<file path="src/rtl/clk_div_param.sv">
// Parametrised integer clock divider with glitch-free ratio/bypass switching at period boundaries.
// Optional macro CLK_DIV_ODD_DUTY50_EN adds a negedge flop that gives odd ratios a true 50% duty cycle.
module clk_div_param #(
  parameter int RATIO_W   = 8,
  parameter int RST_RATIO = 2
) (
  input  logic               I_ref_clk,
  input  logic               I_rst_n,
  input  logic               I_clk_en,
  input  logic [RATIO_W-1:0] I_div_ratio,
  output logic               O_div_clk,
  output logic               O_div_tick,
  output logic               O_ratio_ack
);

  typedef enum logic {BYPASS = 1'b0, DIVIDE = 1'b1} mode_e;

  localparam logic [RATIO_W-1:0] ONE = {{(RATIO_W-1){1'b0}}, 1'b1};

  mode_e              mode_q;
  logic [RATIO_W-1:0] ratio_q;
  logic [RATIO_W-1:0] cnt_q;
  logic [RATIO_W-1:0] cnt_nxt;
  logic               div_q;
  logic               ack_q;
  logic               div_req;
  logic               wrap;

  // Number of counter states for which div_q is high within one period.
  function automatic logic [RATIO_W-1:0] high_len(input logic [RATIO_W-1:0] r);
`ifdef CLK_DIV_ODD_DUTY50_EN
    return {1'b0, r[RATIO_W-1:1]};
`else
    return {1'b0, r[RATIO_W-1:1]} + {{(RATIO_W-1){1'b0}}, r[0]};
`endif
  endfunction

  // Ratios 0 and 1 have all upper bits clear and therefore request bypass.
  assign div_req = I_clk_en && (I_div_ratio[RATIO_W-1:1] != '0);
  assign wrap    = (cnt_q == ratio_q - ONE);
  assign cnt_nxt = cnt_q + ONE;

  always_ff @(posedge I_ref_clk or negedge I_rst_n) begin
    if (!I_rst_n) begin
      mode_q  <= BYPASS;
      ratio_q <= RATIO_W'(RST_RATIO);
      cnt_q   <= '0;
      div_q   <= 1'b1;
      ack_q   <= 1'b0;
    end else begin
      ack_q <= 1'b0;
      case (mode_q)
        BYPASS: begin
          if (div_req) begin
            mode_q  <= DIVIDE;
            ratio_q <= I_div_ratio;
            cnt_q   <= '0;
            div_q   <= 1'b1;
            ack_q   <= 1'b1;
          end
        end
        DIVIDE: begin
          if (wrap) begin
            cnt_q <= '0;
            div_q <= 1'b1;
            // Bypass request takes priority over a simultaneous ratio change.
            if (!div_req) begin
              mode_q <= BYPASS;
              ack_q  <= 1'b1;
            end else if (I_div_ratio != ratio_q) begin
              ratio_q <= I_div_ratio;
              ack_q   <= 1'b1;
            end
          end else begin
            cnt_q <= cnt_nxt;
            div_q <= (cnt_nxt < high_len(ratio_q));
          end
        end
        default: mode_q <= BYPASS;
      endcase
    end
  end

  assign O_div_tick  = (mode_q == DIVIDE) && (cnt_q == '0);
  assign O_ratio_ack = ack_q;

`ifdef CLK_DIV_ODD_DUTY50_EN
  logic div_n_q;

  // Half-cycle delayed copy stretches the high phase by half a ref period on odd ratios.
  always_ff @(negedge I_ref_clk or negedge I_rst_n) begin
    if (!I_rst_n) div_n_q <= 1'b0;
    else          div_n_q <= div_q;
  end

  always_comb begin
    O_div_clk = I_ref_clk;
    if (mode_q == DIVIDE) begin
      if (ratio_q[0]) O_div_clk = div_q | div_n_q;
      else            O_div_clk = div_q;
    end
  end
`else
  assign O_div_clk = (mode_q == DIVIDE) ? div_q : I_ref_clk;
`endif

endmodule

</file>
<file path="config.mk">
export PLATFORM = sky130hd
export DESIGN_NAME = clk_div_param
export DESIGN_NICKNAME = d
export VERILOG_FILES = /design/src/rtl/clk_div_param.sv
export SDC_FILE = /design/constraint.sdc
export NUM_CORES = 1
export LEC_CHECK = 0
export BUFFER_PORTS_ARGS = -buffer_cell sky130_fd_sc_hd__buf_2
export CAP_MARGIN = 20
export CORE_MARGIN = 8
export CORE_UTILIZATION = 41
export CTS_CLUSTER_DIAMETER = 100
export DETAILED_ROUTE_END_ITERATION = 6
export HOLD_SLACK_MARGIN = 0.03
export PLACE_DENSITY = 0.65
export SETUP_SLACK_MARGIN = 0.05
export SYNTH_ARGS = -nofsm -noshare
export SYNTH_HDL_FRONTEND = slang
export SYNTH_SLANG_ARGS = --single-unit
</file>
<file path="constraint.sdc">
create_clock -name I_ref_clk -period 3.03 [get_ports I_ref_clk]
set_clock_uncertainty 0.2 [all_clocks]
set_input_delay 0.303 -clock I_ref_clk [delete_from_list [all_inputs] [get_ports I_ref_clk]]
set_output_delay 0.303 -clock I_ref_clk [all_outputs]
set_load 0.01 [all_outputs]
</file>
==> metrics <==
Synth Cell Area=1588 sq um; io pins=14; fraction of layout cells with a size suffix above 1=21.84%; PwrDens=1084 nW/um^2; Worst path max stage delay=550 ps; critical path arrival=2770 ps; synthesis-to-finish area growth=13.63%; Initial Utilization=43.05%; largest net degree at the start of global routing=20; EDFF count, synth=0; sequential share of power=32.0%; die area=6120 sq um; WHS=35.42 ps; Hold Crit Class=in2reg; max-slew violations=0; mean post-synth cell area=10.18 sq um; DRC Markers=0; num rows=22; Port Buffer Count=13; # fillers=346; final setup TNS=0 ps; Critical Path Start Type=primary input; Worst-path clk slew=70 ps; pre-CTS WS=304.5 ps; first-pass GRT wire length=5754 um; final hold violation count=0; Nets=198; Main synth FF type=dfrtp_1; setup slack after layout=312.7 ps; Area contributors post-synth=dfrtp_1 (27%), xnor2_1 (12%), ha_1 (9.5%); Pleak=0.0008086 uW; post-synth top area cell=dfrtp_1; Unique masters post-synth=40; Die Width=78.23 um; top-count cell post-synth=xnor2_1; Seq/Total Area, Yosys=30.10%; crit path max fanout=8; DP HPWL=2541 um; CP Cell Sequence=dlygate4sd3_1, buf_2, or4_1, o41ai_2, or3b_1, o22a_2, mux2_4; peak supply drop=0.0005031 V; Final period util=89.68%; Switching Share=42.24%; Final ANT Viol Nets=0; Comb pwr share=53.0%; DR iter-0 viols=38; Critical Path RT=3080 ps; Clock Latency Late Sink=360 ps; first drt pass iteration count=4; Int Pwr=1130 uW; Max Freq=0.3680 GHz; GPL Wtd Cong=0.8362; Setup Viol. Count Final=0; asr flop ratio synth=100.0%; Rel. slew slack=62.36%; Post-Synthesis Cells=156; core box area=3689 sq um; Tmin final=2717 ps; Synth Register Bits=19; Multi-input gate area=1001 sq um; Max-Cap Viols=0; CP delay by family, top=simple AND/OR/NAND/NOR gates; synth warn=0; # diodes=0; Slowest cell on crit path=or4_1; via density per instance=5.180; outcome=finished, final reports clean; drt wl/cell=15.09 um; buffers and inverters on the worst path=2; Mapped Nets=179; vias=1150; initial antenna violation count=0; crit path kind=in2reg; Die H=78.23 um; GRT Overall Usage=11.68%; sequential cell area=478.0 sq um; WL final=3349 um; CTS tree=yes; top cells by count, synth=xnor2_1 (22), dfrtp_1 (17), ha_1 (12), nand3_1 (11), xor2_1 (9); vias in the first global route=1178; RSZ-0062 raised after global routing=no; clock network power share=15.0%; Worst-Margin Slew=557.3 ps; Worst Setup End Kind=flip-flop; sw power=825.9 uW; Synth top area share=26.79%; post-CTS setup buffer count=0; GRT overflow=0
## flip-flops by register name (all words and copies together), names as in the netlist
signal,count
ratio_q,8
O_ratio_ack,1
mode_q,1
cnt_q,8
div_q,1
## final timing paths
kind                                start         end  slack (ps)  cells past startpoint
max                        I_div_ratio[4]  ratio_q[3]         310                      7
min                              I_clk_en      mode_q          40                      3
max reg2reg                    ratio_q[1]    cnt_q[2]         340                      9
min reg2reg                         div_q       div_q         320                      2
max in group asynchronous         I_rst_n       div_q        2090                      2
min in group asynchronous         I_rst_n  ratio_q[6]         210                      2
## worst register-to-register path: cells and delay by family, from the launching register on
family                   cells  cell delay [ps]
XOR/XNOR                     1              150
AO/OA/AOI/OAI                3              840
multiplexers                 1               90
adder cells (fa/ha/maj)      1              210
buffers and inverters        2              320
AND/OR/NAND/NOR              1              170
flip-flops                   1              590
## power groups by stage
| stage | clock network (uW) | registers (uW) | logic, uW |
|---|---|---|---|
| 6_report | 292 | 626 | 1040 |
| 5_1_grt | 314 | 647 | 1150 |
| 4_1_cts | 300 | 619 | 1050 |
| 3_5_place_dp | 14.4 | 625 | 1030 |
| 3_3_place_gp | 14.4 | 619 | 988 |
| 2_1_floorplan | 9.95 | 474 | 992 |
## area by class of cell
| class | count | share of cell area [%] |
|---|---|---|
| multi-input combinational | 119 | 55.48 |
| tap | 48 | 3.329 |
| inverter | 7 | 1.456 |
| clock buffer | 8 | 5.062 |
| timing repair buffer | 21 | 8.183 |
| sequential | 19 | 26.49 |
## metrics by stage
step	std cells	area (sq um)	util, %	power, uW
after floorplan	156	1588	-	1477
after global placement	207	1637	44.37	1622
after detailed placement	207	1637	44.37	1664
after CTS	222	1803	48.88	1965
after global routing	222	1804	48.91	2111
final	222	1804	48.91	1955
## repair_timing
item,4_1_cts,5_1_grt
hold endpoints to repair,26,0
setup endpoints to repair,0,7
hold buffers,8,0
gates resized for setup,0,1
## kinds of logic after synthesis
group	synth area share [%]
simple gates	16.08
xor+xnor	17.10
compound gates	10.72
flops	30.10
buf+inv	6.935
fa+ha+maj	9.456
mux	9.614
## per-layer routing
layer  vias up  routed length (um)  global-route usage, %
li1        583                   -                      -
met1       546                1587                  14.67
met2        13                1602                  18.23
met3         8                 107                  3.189
met4         0                  51                  5.185
met5         -                   0                      0
## placed cells by master, fill, tap and decap left out, types with 2 or more instances in the layout
master / synthesis / layout
a21oi_1: 4 / 4
a22o_1: 6 / 6
and3_1: 4 / 4
buf_2: 4 / 13
clkbuf_8: 0 / 6
dfrtp_1: 17 / 17
dfstp_2: 2 / 2
dlygate4sd3_1: 0 / 8
ha_1: 12 / 12
inv_1: 7 / 7
mux2_2: 2 / 2
mux2_4: 8 / 8
nand2_1: 6 / 6
nand2b_1: 2 / 2
nand3_1: 11 / 11
nand3b_1: 2 / 2
nor2_1: 5 / 5
nor2b_1: 2 / 2
nor3_1: 2 / 2
nor3_2: 2 / 2
nor4_1: 2 / 2
o21ai_0: 2 / 2
xnor2_1: 22 / 22
xor2_1: 9 / 9
Note: power is estimated with default switching activity, not from simulation.
